[src/rtl/btn_press_classifier.sv]
// ---------------------------------------------------------------------------
// btn_press_classifier
//   Turns one raw board button into clean, single-cycle event pulses for the
//   LED mode/speed FSM: press, release, short press, long press, auto-repeat.
//
//   Ports
//     clk            system clock
//     rst_n          synchronous active-low reset
//     btn_in         raw asynchronous button level (1 = pressed)
//     btn_level      debounced, synchronized level
//     press_pulse    1-cycle pulse when btn_level rises
//     release_pulse  1-cycle pulse when btn_level falls
//     short_pulse    1-cycle pulse on release of a press shorter than LONG_CYC
//     long_pulse     1-cycle pulse when a hold reaches LONG_CYC
//     repeat_pulse   1-cycle pulse every REP_CYC while held after long_pulse
// ---------------------------------------------------------------------------
module btn_press_classifier #(
    parameter int CLK_HZ      = 125_000_000,
    parameter int DEBOUNCE_MS = 10,
    parameter int LONG_MS     = 1000,
    parameter int REPEAT_MS   = 250
) (
    input  logic clk,
    input  logic rst_n,
    input  logic btn_in,
    output logic btn_level,
    output logic press_pulse,
    output logic release_pulse,
    output logic short_pulse,
    output logic long_pulse,
    output logic repeat_pulse
);

    localparam int DB_CYC   = CLK_HZ / 1000 * DEBOUNCE_MS;
    localparam int LONG_CYC = CLK_HZ / 1000 * LONG_MS;
    localparam int REP_CYC  = CLK_HZ / 1000 * REPEAT_MS;

    // A count of 1 would give a zero-width counter; keep at least one bit.
    localparam int DW = (DB_CYC   > 1) ? $clog2(DB_CYC)   : 1;
    localparam int LW = (LONG_CYC > 1) ? $clog2(LONG_CYC) : 1;
    localparam int RW = (REP_CYC  > 1) ? $clog2(REP_CYC)  : 1;

    localparam logic [DW-1:0] DB_LAST   = DW'(DB_CYC - 1);
    localparam logic [LW-1:0] LONG_LAST = LW'(LONG_CYC - 1);
    localparam logic [RW-1:0] REP_LAST  = RW'(REP_CYC - 1);

    typedef enum logic [1:0] {IDLE, PRESSED, LONG_HELD} state_t;

    logic [1:0]    sync;
    logic [DW-1:0] db_cnt;
    logic          lvl_toggle, lvl_rise, lvl_fall;

    state_t        state, state_nxt;
    logic [LW-1:0] hold_cnt, hold_nxt;
    logic [RW-1:0] rep_cnt, rep_nxt;
    logic          press_nxt, release_nxt, short_nxt, long_nxt, repeat_nxt;

    // ---------------- synchronizer + debounce ----------------
    // The toggle condition is exposed combinationally so the FSM can register
    // its pulses on the very edge where btn_level changes.
    assign lvl_toggle = (sync[1] != btn_level) && (db_cnt == DB_LAST);
    assign lvl_rise   = lvl_toggle &&  sync[1];
    assign lvl_fall   = lvl_toggle && !sync[1];

    always_ff @(posedge clk) begin
        if (!rst_n) begin
            sync      <= '0;
            db_cnt    <= '0;
            btn_level <= 1'b0;
        end else begin
            sync <= {sync[0], btn_in};
            if (sync[1] == btn_level) begin
                db_cnt <= '0;
            end else if (db_cnt == DB_LAST) begin
                btn_level <= sync[1];
                db_cnt    <= '0;
            end else begin
                db_cnt <= db_cnt + 1'b1;
            end
        end
    end

    // ---------------- FSM: state register ----------------
    always_ff @(posedge clk) begin
        if (!rst_n) begin
            state         <= IDLE;
            hold_cnt      <= '0;
            rep_cnt       <= '0;
            press_pulse   <= 1'b0;
            release_pulse <= 1'b0;
            short_pulse   <= 1'b0;
            long_pulse    <= 1'b0;
            repeat_pulse  <= 1'b0;
        end else begin
            state         <= state_nxt;
            hold_cnt      <= hold_nxt;
            rep_cnt       <= rep_nxt;
            press_pulse   <= press_nxt;
            release_pulse <= release_nxt;
            short_pulse   <= short_nxt;
            long_pulse    <= long_nxt;
            repeat_pulse  <= repeat_nxt;
        end
    end

    // ---------------- FSM: next state ----------------
    // A fall always takes priority over the long / repeat thresholds.
    always_comb begin
        state_nxt = state;
        case (state)
            IDLE:      if (lvl_rise) state_nxt = PRESSED;
            PRESSED: begin
                if (lvl_fall)                   state_nxt = IDLE;
                else if (hold_cnt == LONG_LAST) state_nxt = LONG_HELD;
            end
            LONG_HELD: if (lvl_fall) state_nxt = IDLE;
            default:   state_nxt = IDLE;
        endcase
    end

    // ---------------- FSM: outputs and counters ----------------
    // Counters stop at their last value because the threshold branch always
    // leaves the state or clears the counter, so they never wrap.
    always_comb begin
        press_nxt   = 1'b0;
        release_nxt = 1'b0;
        short_nxt   = 1'b0;
        long_nxt    = 1'b0;
        repeat_nxt  = 1'b0;
        hold_nxt    = hold_cnt;
        rep_nxt     = rep_cnt;
        case (state)
            IDLE: begin
                press_nxt = lvl_rise;
                hold_nxt  = '0;
            end
            PRESSED: begin
                if (lvl_fall) begin
                    release_nxt = 1'b1;
                    short_nxt   = 1'b1;
                end else if (hold_cnt == LONG_LAST) begin
                    long_nxt = 1'b1;
                    rep_nxt  = '0;
                end else begin
                    hold_nxt = hold_cnt + 1'b1;
                end
            end
            LONG_HELD: begin
                if (lvl_fall) begin
                    release_nxt = 1'b1;
                end else if (rep_cnt == REP_LAST) begin
                    repeat_nxt = 1'b1;
                    rep_nxt    = '0;
                end else begin
                    rep_nxt = rep_cnt + 1'b1;
                end
            end
            default: ;
        endcase
    end

endmodule

[config.mk]
export PLATFORM = sky130hd
export DESIGN_NAME = btn_press_classifier
export DESIGN_NICKNAME = d
export VERILOG_FILES = /design/src/rtl/btn_press_classifier.sv
export SDC_FILE = /design/constraint.sdc
export NUM_CORES = 1
export LEC_CHECK = 0
export ABC_AREA = 1
export CAP_MARGIN = 15
export CORE_UTILIZATION = 51
export DETAILED_ROUTE_END_ITERATION = 10
export PLACE_DENSITY = 0.67
export SKIP_CTS_REPAIR_TIMING = 1
export SYNTH_ARGS = -nofsm -noshare
export SYNTH_HDL_FRONTEND = slang
export SYNTH_SLANG_ARGS = --single-unit
[constraint.sdc]
create_clock -name clk -period 2.4 [get_ports clk]
set_input_delay 0.48 -clock clk [delete_from_list [all_inputs] [get_ports clk]]
set_output_delay 0.48 -clock clk [all_outputs]
set_load 0.1 [all_outputs]
# Word-level counts from Yosys, hierarchy flattened
# Cells that the tools add are included.
dict set report word_totals {
  ff_bits 83
  in_bits 3
  wordCells 66
  mem_bits_rw 0
  romBits 0
  n_memories 0
  latch_bits 0
  output_inout_bits 6
}
dict set report op_classes {
  n_mul 0
  n_mux 16
  n_lt_le_gt_ge 0
  n_eq_ne 14
  addsub 3
  shift 0
  bitwise 4
  div 0
  n_reduce_logical 18
}
# cell count
set op_table {}
lappend op_table {{two-way mux 25 bit} 4}
lappend op_table {{two-way mux 27 bit} 2}
lappend op_table {{case mux 27 bit (2 select lines)} 1}
lappend op_table {{case mux 25 bit (2 select lines)} 1}
lappend op_table {{adder 27 x 1 -> 27 bit (second input constant)} 1}
lappend op_table {{equality test 27 bit (second input constant)} 1}
lappend op_table {{adder 25 x 1 -> 25 bit (second input constant)} 1}
lappend op_table {{equality test 25 bit (second input constant)} 1}
lappend op_table {{adder 21 x 1 -> 21 bit (second input constant)} 1}
lappend op_table {{equality test 21 bit (second input constant)} 1}
lappend op_table {{inequality test 2 bit (second input constant)} 6}
lappend op_table {{OR reduction 3 bit} 3}
lappend op_table {{two-way mux 2 bit} 4}
lappend op_table {{AND reduction 2 bit} 4}
lappend op_table {{case mux 2 bit (3 select lines)} 1}
lappend op_table {{AND reduction 3 bit} 2}
lappend op_table {{inverter 1 bit} 4}
lappend op_table {{AND reduction 4 bit} 1}
lappend op_table {{nonzero test 2 bit} 2}
lappend op_table {{logical AND 1 bit} 3}
lappend op_table {{two-way mux 1 bit} 3}
lappend op_table {{inequality test 3 bit (second input constant)} 1}
lappend op_table {{equality test 2 x 1 -> 1 bit (second input constant)} 1}
lappend op_table {{equality test 2 bit (second input constant)} 1}
lappend op_table {{other kinds (5)} 5}

# Depth between registers and ports, before layout
# Gate-level depths: netlist (run 1).
dict set report depth {
  depth_word 5
  ltp_mapped 13
  mapped_depth_nobuf 12
}

# Least setup slack after synthesis (run 1)
# Ideal clock, no wire load.
dict set report synth_timing {
  path_kind {register to register}
  start {reg btn_level}
  end {reg hold_cnt[19]}
  slack_ns 0.323
  n_path_buf 1
  arrival_time_ns 1.965
  setup_time_ns 0.113
  required_time_ns 2.287
  synth_period_minus_slack_ns 2.077
  path_stages_with_launch 9
  path_cell_list {dfxtp_1 > inv_1 > nor2_1 > nand4_4 > nand3_2 > nand2_2 > buf_2 > nand3_1 > nand2_1}
}
dict set report synth_between {
  elab_chain_len 5
}
# item line_no
set synth_lines {}
lappend synth_lines {{start, declared} 26} ;# output logic btn_level,
lappend synth_lines {{start signal, assigned} 75} ;# btn_level <= sync[1];
lappend synth_lines {{inequality test 1 bit} 61} ;# assign lvl_toggle = (sync[1] != btn_level) && (db_cnt == DB_LAST);
lappend synth_lines {{logical AND 1 bit} 61}
lappend synth_lines {{logical AND 1 bit} 63} ;# assign lvl_fall = lvl_toggle && !sync[1];
lappend synth_lines {{inequality test 2 bit (no source line)} --}
lappend synth_lines {{AND reduction 3 bit (no source line)} --}
lappend synth_lines {{end signal, assigned} 96} ;# hold_cnt <= hold_nxt;
lappend synth_lines {{end, declared} 54} ;# logic [LW-1:0] hold_cnt, hold_nxt;
# Every way passes these cells.
# A chain may end at the register's enable or synchronous reset.

# Worst setup path in the final report (run 1)
dict set report layout_timing {
  start {reg db_cnt[0]}
  end {reg rep_cnt[22]}
}
dict set report layout_between {
  elab_chain_len 5
  elab_cells_between_ends 6
  classes_between {eq/ne: 3; reduce/logical: 3}
}
# item line_no
set layout_lines {}
lappend layout_lines {{start, declared} 50} ;# logic [DW-1:0] db_cnt;
lappend layout_lines {{start signal, assigned} 78} ;# db_cnt <= db_cnt + 1'b1;
lappend layout_lines {{equality test 21 bit *} 61}
lappend layout_lines {{logical AND 1 bit *} 61}
lappend layout_lines {{logical AND 1 bit *} 63}
lappend layout_lines {{inequality test 2 bit (no source line)} --}
lappend layout_lines {{AND reduction 4 bit (no source line) *} --}
lappend layout_lines {{end signal, assigned} 97} ;# rep_cnt <= rep_nxt;
lappend layout_lines {{end, declared} 55} ;# logic [RW-1:0] rep_cnt, rep_nxt;
# Mark *: on every way between the ends. The rest lies on a longest branch, timed or not.

==> key figures, run 1 <==
Run status
  – Run status: finished, final reports clean

Place
  – Number of I/O port buffers: 8
  – Dpl cell area: 5470 sq um
  – Placer's final routability congestion estimate: 0.967
  – HPWL reported at the end of detailed placement: 10100 um

Final layout
  – Fraction of layout cells with a size suffix above 1: 8.33%
  – Area Overhead vs Synth: 7.91%
  – Ant. Diodes: 0
  – Nets@finish: 892
  – Post-Layout Inst Area: 5690 sq um

Yosys
  – Async set or reset register ratio after synthesis: 0%
  – Netlist area before placement: 5270 sq um
  – Cell count after synthesis: 873
  – Number of synthesized flops with an enable pin: 0
  – Net count after synthesis: 882
  – Leading register cell type out of synthesis: sky130_fd_sc_hd__dfxtp_1
  – Area share of xor/xnor cells in the synthesized design: 3.99%
  – Synthesized area per cell: 6.04 sq um
  – Fraction of the mapped netlist area in simple logic gates: 47.1%
  – Main area contributors after synthesis: sky130_fd_sc_hd__dfxtp_1 32%, sky130_fd_sc_hd__nand2_1 19%, sky130_fd_sc_hd__nor2_1 12%
  – Synthesis Warnings: 0
  – Number of library cell types mapped by synthesis: 34
  – Combinational family with the most area after synthesis: simple AND/OR/NAND/NOR gates
  – Synth Area in Adders: 1.42%
  – Post-synthesis mux area share: 0%
  – Sequential fraction of the synthesis area: 31.5%
  – Seq cells post-synth: 83
  – Synth area leader: sky130_fd_sc_hd__dfxtp_1
  – Compound-cell area share of the yosys netlist: 6.91%
  – Portion of synthesized cell area occupied by the leading cell type: 31.5%

Global route
  – All-layer global routing usage: 25.9%
  – Largest net degree at the start of global routing: 28
  – Initial antenna violation count: 0
  – First-pass GRT wire length: 22800 um
  – Total congestion overflow: 0
  – Via count of the first global-routing pass: 4988

Drt
  – DR vias/cell: 5.24
  – DRT iter0 DRCs: 255
  – Routed wire length: 13500 um
  – Initial DRT Pass Iterations: 5
  – DR vias: 5352
  – Wire length per cell after detailed routing: 13.2 um
  – Drt drc: 0
  – DRT antenna net count: 0

Timing
  – Final cycle utilization of the critical path: 87.4%
  – Layout Skew: 10.3 ps
  – Final hold viol count: 0
  – Post-route minimum period: 2100 ps
  – Worst-margin pin slew: 538 ps
  – Final setup violation count: 0
  – Setup repair after global routing missed its margin: false
  – WHS: 452 ps
  – Sum Neg Setup Slack: 0 ps
  – Fmax achieved: 0.477 GHz
  – Slew margin rel.: 64.0%
  – Number of max-slew violations in the final report: 0

CTS
  – Worst-case clock buffer depth: 2
  – Number of clock buffers inserted by TritonCTS: 9
  – CTS tree: done
  – H-tree depth: 3
  – Clock latency on the worst-skew pair: 370 ps
  – Cell chosen for the clock root: sky130_fd_sc_hd__clkbuf_8
  – Post-CTS clock slew at the launch and capture registers of the worst setup and hold paths: 90 ps
  – Sinks on Clock Net: 83

Pwr
  – Worst-case vdd ir drop: 295 uV
  – Power density cells: 450 nW/um^2
  – Static power due to leakage: 1.94 nW

Die
  – Floorplan die height: 104 um
  – Area enclosed by the die boundary: 10700 sq um
  – Starting utilization of the core area: 53.2%
  – I/O pins: 9
  – Row cnt: 36
  – Chip Width: 104 um
  – CORE AREA: 9910 sq um

Worst setup path
  – Critical Path Source Type: flop
  – Critical path data arrival time: 2340 ps
  – Maximum fanout encountered on the critical timing path: 26
  – Worst setup path category: flop to flop
  – Crit path capture type: flop
  – Crit path required time: 2640 ps

Worst hold path
  – Worst min-delay path class: flop to flop

Flow run
  – # Max-Cap Violations: 0
-- Yosys cell counts (3+ instances only) --
cell type / n
sky130_fd_sc_hd__nand3_1: 85
sky130_fd_sc_hd__or2_2: 3
sky130_fd_sc_hd__xor2_1: 15
sky130_fd_sc_hd__dfxtp_1: 83
sky130_fd_sc_hd__xnor2_1: 9
sky130_fd_sc_hd__inv_2: 4
sky130_fd_sc_hd__nor2_1: 168
sky130_fd_sc_hd__o21bai_1: 3
sky130_fd_sc_hd__nor2_2: 5
sky130_fd_sc_hd__inv_1: 84
sky130_fd_sc_hd__nor3b_1: 4
sky130_fd_sc_hd__nor3_1: 16
sky130_fd_sc_hd__buf_6: 6
sky130_fd_sc_hd__nand2_1: 267
sky130_fd_sc_hd__o21ai_0: 12
sky130_fd_sc_hd__buf_1: 3
sky130_fd_sc_hd__clkbuf_1: 8
sky130_fd_sc_hd__nand4_1: 14
sky130_fd_sc_hd__a21oi_1: 39
sky130_fd_sc_hd__nand3_2: 4
sky130_fd_sc_hd__ha_1: 6
sky130_fd_sc_hd__buf_2: 6
sky130_fd_sc_hd__a21oi_2: 6
sky130_fd_sc_hd__nand2_2: 10
-- state kept, by name, indices dropped and copies added (netlist names) --
| register | count |
|---|---|
| state | 2 |
| long_pulse | 1 |
| release_pulse | 1 |
| rep_cnt | 25 |
| btn_level | 1 |
| press_pulse | 1 |
| short_pulse | 1 |
| sync | 2 |
| repeat_pulse | 1 |
| db_cnt | 21 |
| hold_cnt | 27 |
-- metal layers --
metal	routed length (um)	track usage [%]	part of all wire (%)
met1	5890	30.8	44
met2	6670	45.7	49
met3	530	4.28	3.9
met4	405	11.9	3.0
met5	0	0	0
-- cell type report --
| type | count | area [sq um] |
|---|---|---|
| timing repair buffer | 22 | 170 |
| tap | 133 | 166 |
| multi-input combinational | 677 | 3130 |
| clock inverter | 6 | 88.8 |
| inverter | 90 | 339 |
| fill | 979 | 4220 |
| sequential | 83 | 1660 |
| clock buffer | 10 | 128 |
-- logic make-up after synthesis --
group	count (synthesis)
flops	83
compound gates	65
fa+ha+maj	6
xor+xnor	24
buf+inv	113
simple gates	582
-- worst max-delay path, cell delays in order (launching register included) --
cell                       delay (ps)
sky130_fd_sc_hd__dfxtp_1          360
sky130_fd_sc_hd__ha_1             190
sky130_fd_sc_hd__nand3_1          140
sky130_fd_sc_hd__nor2_2           240
sky130_fd_sc_hd__nand4_4          160
sky130_fd_sc_hd__nand2_4          270
sky130_fd_sc_hd__clkinv_2         350
sky130_fd_sc_hd__nand2_2          170
sky130_fd_sc_hd__a21oi_2           60
-- per-stage QoR --
step / utilization, % / cells / total power, mW / setup WS, ps
finish: 57.4 / 1021 / 2.56 / 303
global route: 57.4 / 1021 / 2.64 / 86.7
global placement: 55.2 / 1005 / 1.45 / 247
detailed placement: 55.2 / 1005 / 1.46 / 222
floorplan: - / 873 / 1.44 / 323
CTS: 57.4 / 1021 / 2.58 / 193
-- where the power goes --
part / total, mW / internal [mW] / switching, mW / leakage (nW)
clock network: 1.13 / 0.588 / 0.544 / 0.103
logic: 0.0453 / 0.0136 / 0.0317 / 1.17
registers: 1.38 / 1.38 / 0.00104 / 0.669
-- worst paths after layout --
kind	startpoint	end	slack [ps]	cells after the start
setup / recovery	db_cnt[0]	rep_cnt[22]	300	8
hold reg to reg	db_cnt[0]	db_cnt[0]	450	1
setup reg to reg	db_cnt[0]	rep_cnt[22]	300	8
hold / removal	db_cnt[0]	db_cnt[0]	450	1
-- cells in the final DEF (no fill, tap or decap), types with 3 or more instances in the layout --
cell                       netlist  final
sky130_fd_sc_hd__inv_1          84     84
sky130_fd_sc_hd__or2_2           3      3
sky130_fd_sc_hd__o21bai_1        3      3
sky130_fd_sc_hd__nor2_2          5      6
sky130_fd_sc_hd__a21oi_1        39     39
sky130_fd_sc_hd__nor3_1         16     16
sky130_fd_sc_hd__nand3_2         4      4
sky130_fd_sc_hd__clkbuf_8        0      9
sky130_fd_sc_hd__nand3_1        85     85
sky130_fd_sc_hd__dfxtp_1        83     83
sky130_fd_sc_hd__o21ai_0        12     12
sky130_fd_sc_hd__a21oi_2         6      6
sky130_fd_sc_hd__nand4_1        14     14
sky130_fd_sc_hd__nand2_2        10     10
sky130_fd_sc_hd__nand2_1       267    267
sky130_fd_sc_hd__nor2_1        168    167
sky130_fd_sc_hd__nor3b_1         4      4
sky130_fd_sc_hd__ha_1            6      6
sky130_fd_sc_hd__xnor2_1         9      9
sky130_fd_sc_hd__buf_4           0     20
sky130_fd_sc_hd__inv_2           4      4
sky130_fd_sc_hd__xor2_1         15     15
No activity file was read; power rests on OpenSTA's default activity.
==> run 2: changes to the inputs <==
--- a/config.mk
+++ b/config.mk
@@ -10,6 +10,7 @@
 export CORE_UTILIZATION = 51
 export DETAILED_ROUTE_END_ITERATION = 10
 export PLACE_DENSITY = 0.67
+export SETUP_SLACK_MARGIN = 0.02
 export SKIP_CTS_REPAIR_TIMING = 1
 export SYNTH_ARGS = -nofsm -noshare
 export SYNTH_HDL_FRONTEND = slang
==> results of run 2 <==
No change in the layout: final DEF, timing and power equal those of run 1.
==> run 3: changes to the inputs <==
--- a/config.mk
+++ b/config.mk
@@ -7,9 +7,10 @@
 export LEC_CHECK = 0
 export ABC_AREA = 1
 export CAP_MARGIN = 15
+export CORE_ASPECT_RATIO = 1.25
 export CORE_UTILIZATION = 51
 export DETAILED_ROUTE_END_ITERATION = 10
-export PLACE_DENSITY = 0.67
+export PLACE_DENSITY = 0.78
 export SETUP_SLACK_MARGIN = 0.02
 export SKIP_CTS_REPAIR_TIMING = 1
 export SYNTH_ARGS = -nofsm -noshare
==> run 3 against run 2 <==
Against the previous run: flip-flop and latch count did not move; count of clock-buffer cells in the layout did not move; utilization rose by 0.080 points; power rose by 12%; die area barely moved; worst setup slack improved by 99 ps; critical endpoint is now rep_cnt[13]; via count fell by 2.4%; sequential share of layout area fell by 0.46 points; sequential power barely moved; largest power group is now the clock network; routed wire length fell by 8.2%.
==> key figures, run 3 (synthesis results as in run 1) <==
Drt
  – Routed wire length: 12400 um
  – DR vias: 5226
  – Initial DRT Pass Iterations: 5
  – DRT antenna net count: 0
  – Drt drc: 0
  – Wire length per cell after detailed routing: 12.2 um
  – DR vias/cell: 5.13
  – DRT iter0 DRCs: 334

Worst setup path
  – CP peak stage delay: 420 ps
  – Worst setup path category: flop to flop
  – Critical path data arrival time: 2290 ps
  – Crit path required time: 2690 ps
  – Worst path slowest cell: sky130_fd_sc_hd__dfxtp_1
  – Critical Path Source Type: flop
  – Maximum fanout encountered on the critical timing path: 25
  – Critical Path, Cell by Cell: ha_1 -> nand2_2 -> nor2_4 -> nand3_2 -> nor2_1 -> nand3_2 -> nand2_4 -> nand2_4 -> buf_4 -> o21ai_0 -> inv_1 -> nor2_1
  – Crit path capture type: flop

Pwr
  – Relative contribution of the clock network to total power: 50.4%
  – Total net switching power: 0.644 mW
  – Proportion of power drawn by combinational gates: 1.4%
  – Power Internal: 2.22 mW
  – Static power due to leakage: 2.00 nW
  – Worst-case vdd ir drop: 366 uV
  – Seq pwr share: 48.2%
  – Sw Share: 22.5%
  – Power density cells: 496 nW/um^2

Place
  – Dpl cell area: 5470 sq um
  – Number of I/O port buffers: 8
  – HPWL reported at the end of detailed placement: 9160 um
  – Placer's final routability congestion estimate: 0.960
  – Placement Setup Slack: 404 ps

Final layout
  – Post-Layout Inst Area: 5780 sq um
  – Fraction of layout cells with a size suffix above 1: 8.32%
  – Number of filler instances in the final layout: 1020
  – Leading registers by flop count: hold_cnt: 27 flops, rep_cnt: 25 flops, db_cnt: 21 flops
  – Reg with most FFs: hold_cnt
  – Most common library cell in the layout ignoring fill and taps: sky130_fd_sc_hd__nand2_1
  – Register cell area after layout: 1660 sq um
  – Combined area of the multi-input logic cells: 3130 sq um
  – Leading cell types in the layout, fill and taps excluded: 267 x sky130_fd_sc_hd__nand2_1, 168 x sky130_fd_sc_hd__nor2_1, 85 x sky130_fd_sc_hd__nand3_1
  – Core utilization of the finished layout: 57.5%
  – Area Overhead vs Synth: 9.64%
  – Nets@finish: 893
  – Ant. Diodes: 0
  – Max FFs per register: 27

Die
  – CORE AREA: 10100 sq um
  – Row cnt: 41
  – Chip Width: 92.9 um
  – I/O pins: 9
  – Floorplan die height: 116 um
  – Starting utilization of the core area: 52.4%
  – Area enclosed by the die boundary: 10700 sq um

CTS
  – Sinks on Clock Net: 83
  – Worst-case clock buffer depth: 2
  – Number of clock buffers inserted by TritonCTS: 9
  – Cell chosen for the clock root: sky130_fd_sc_hd__clkbuf_16
  – Post-CTS clock slew at the launch and capture registers of the worst setup and hold paths: 60 ps
  – H-tree depth: 3
  – CTS tree: done
  – Clock latency on the worst-skew pair: 350 ps

Timing
  – WHS: 417 ps
  – Layout Skew: 11.6 ps
  – Slew margin rel.: 68.8%
  – Setup repair after global routing missed its margin: false
  – Post-route minimum period: 2000 ps
  – Final hold viol count: 0
  – Min setup slack post-route: 402 ps
  – Worst-margin pin slew: 464 ps
  – Final setup violation count: 0
  – Final cycle utilization of the critical path: 83.2%
  – Number of max-slew violations in the final report: 0
  – Fmax achieved: 0.501 GHz
  – Sum Neg Setup Slack: 0 ps

Global route
  – Largest net degree at the start of global routing: 33
  – Via count of the first global-routing pass: 4814
  – All-layer global routing usage: 24.6%
  – Routing usage on met1: 28.5%
  – First-pass GRT wire length: 21000 um
  – Met2 Track Usage GR: 43.5%
  – Highest-utilization routing layer at the global route stage: met2
  – Met3 global-route usage: 4.46%
  – Initial antenna violation count: 0
  – Total congestion overflow: 0

Worst hold path
  – Worst min-delay path class: flop to flop

Run status
  – Run status: finished, final reports clean

Flow run
  – # Max-Cap Violations: 0
run 3: final timing paths:
path,from,to,slack [ps],cells after the start
worst max register to register,hold_cnt[0],rep_cnt[13],400,12
worst min register to register,sync[0],sync[1],420,2
worst max-delay path,hold_cnt[0],rep_cnt[13],400,12
worst min-delay path,sync[0],sync[1],420,2
run 3: stage by stage:
stage	power, mW	std cells
after floorplan	1.44	873
after global placement	1.45	1002
after detailed placement	1.45	1002
after CTS	2.89	1018
after global routing	2.95	1018
final	2.87	1018
run 3: final cells by class:
cell class,instances,share of cell area [%]
Multi-Input combinational cell,677,54.2
Sequential cell,83,28.8
Inverter,90,5.87
Clock buffer,10,3.96
Timing Repair Buffer,23,3.07
Tap cell,129,2.79
Clock inverter,6,1.36
run 3: power groups by stage:
stage,combinational (mW),sequential [mW],clock [mW]
finish,0.0399,1.38,1.45
global route,0.0450,1.38,1.53
CTS,0.0406,1.38,1.47
detailed placement,0.0404,1.41,0
global placement,0.0399,1.41,0
floorplan,0.0263,1.41,0
run 3: metal layers:
layer / share of wire, % / up-vias / wire length (um)
met1: 45 / 2319 / 5570
li1: - / 2771 / -
met3: 3.8 / 27 / 465
met5: 0 / - / 0
met4: 2.8 / 0 / 350
met2: 48 / 109 / 6000
run 3: critical path, delay by kind of cell, from the launching register on:
kind                     cells  cell delay (ps)
AND/OR/NAND/NOR              8              830
flip-flops                   1              420
buffers and inverters        2              270
adder cells (fa/ha/maj)      1              220
AO/OA/AOI/OAI                1              200
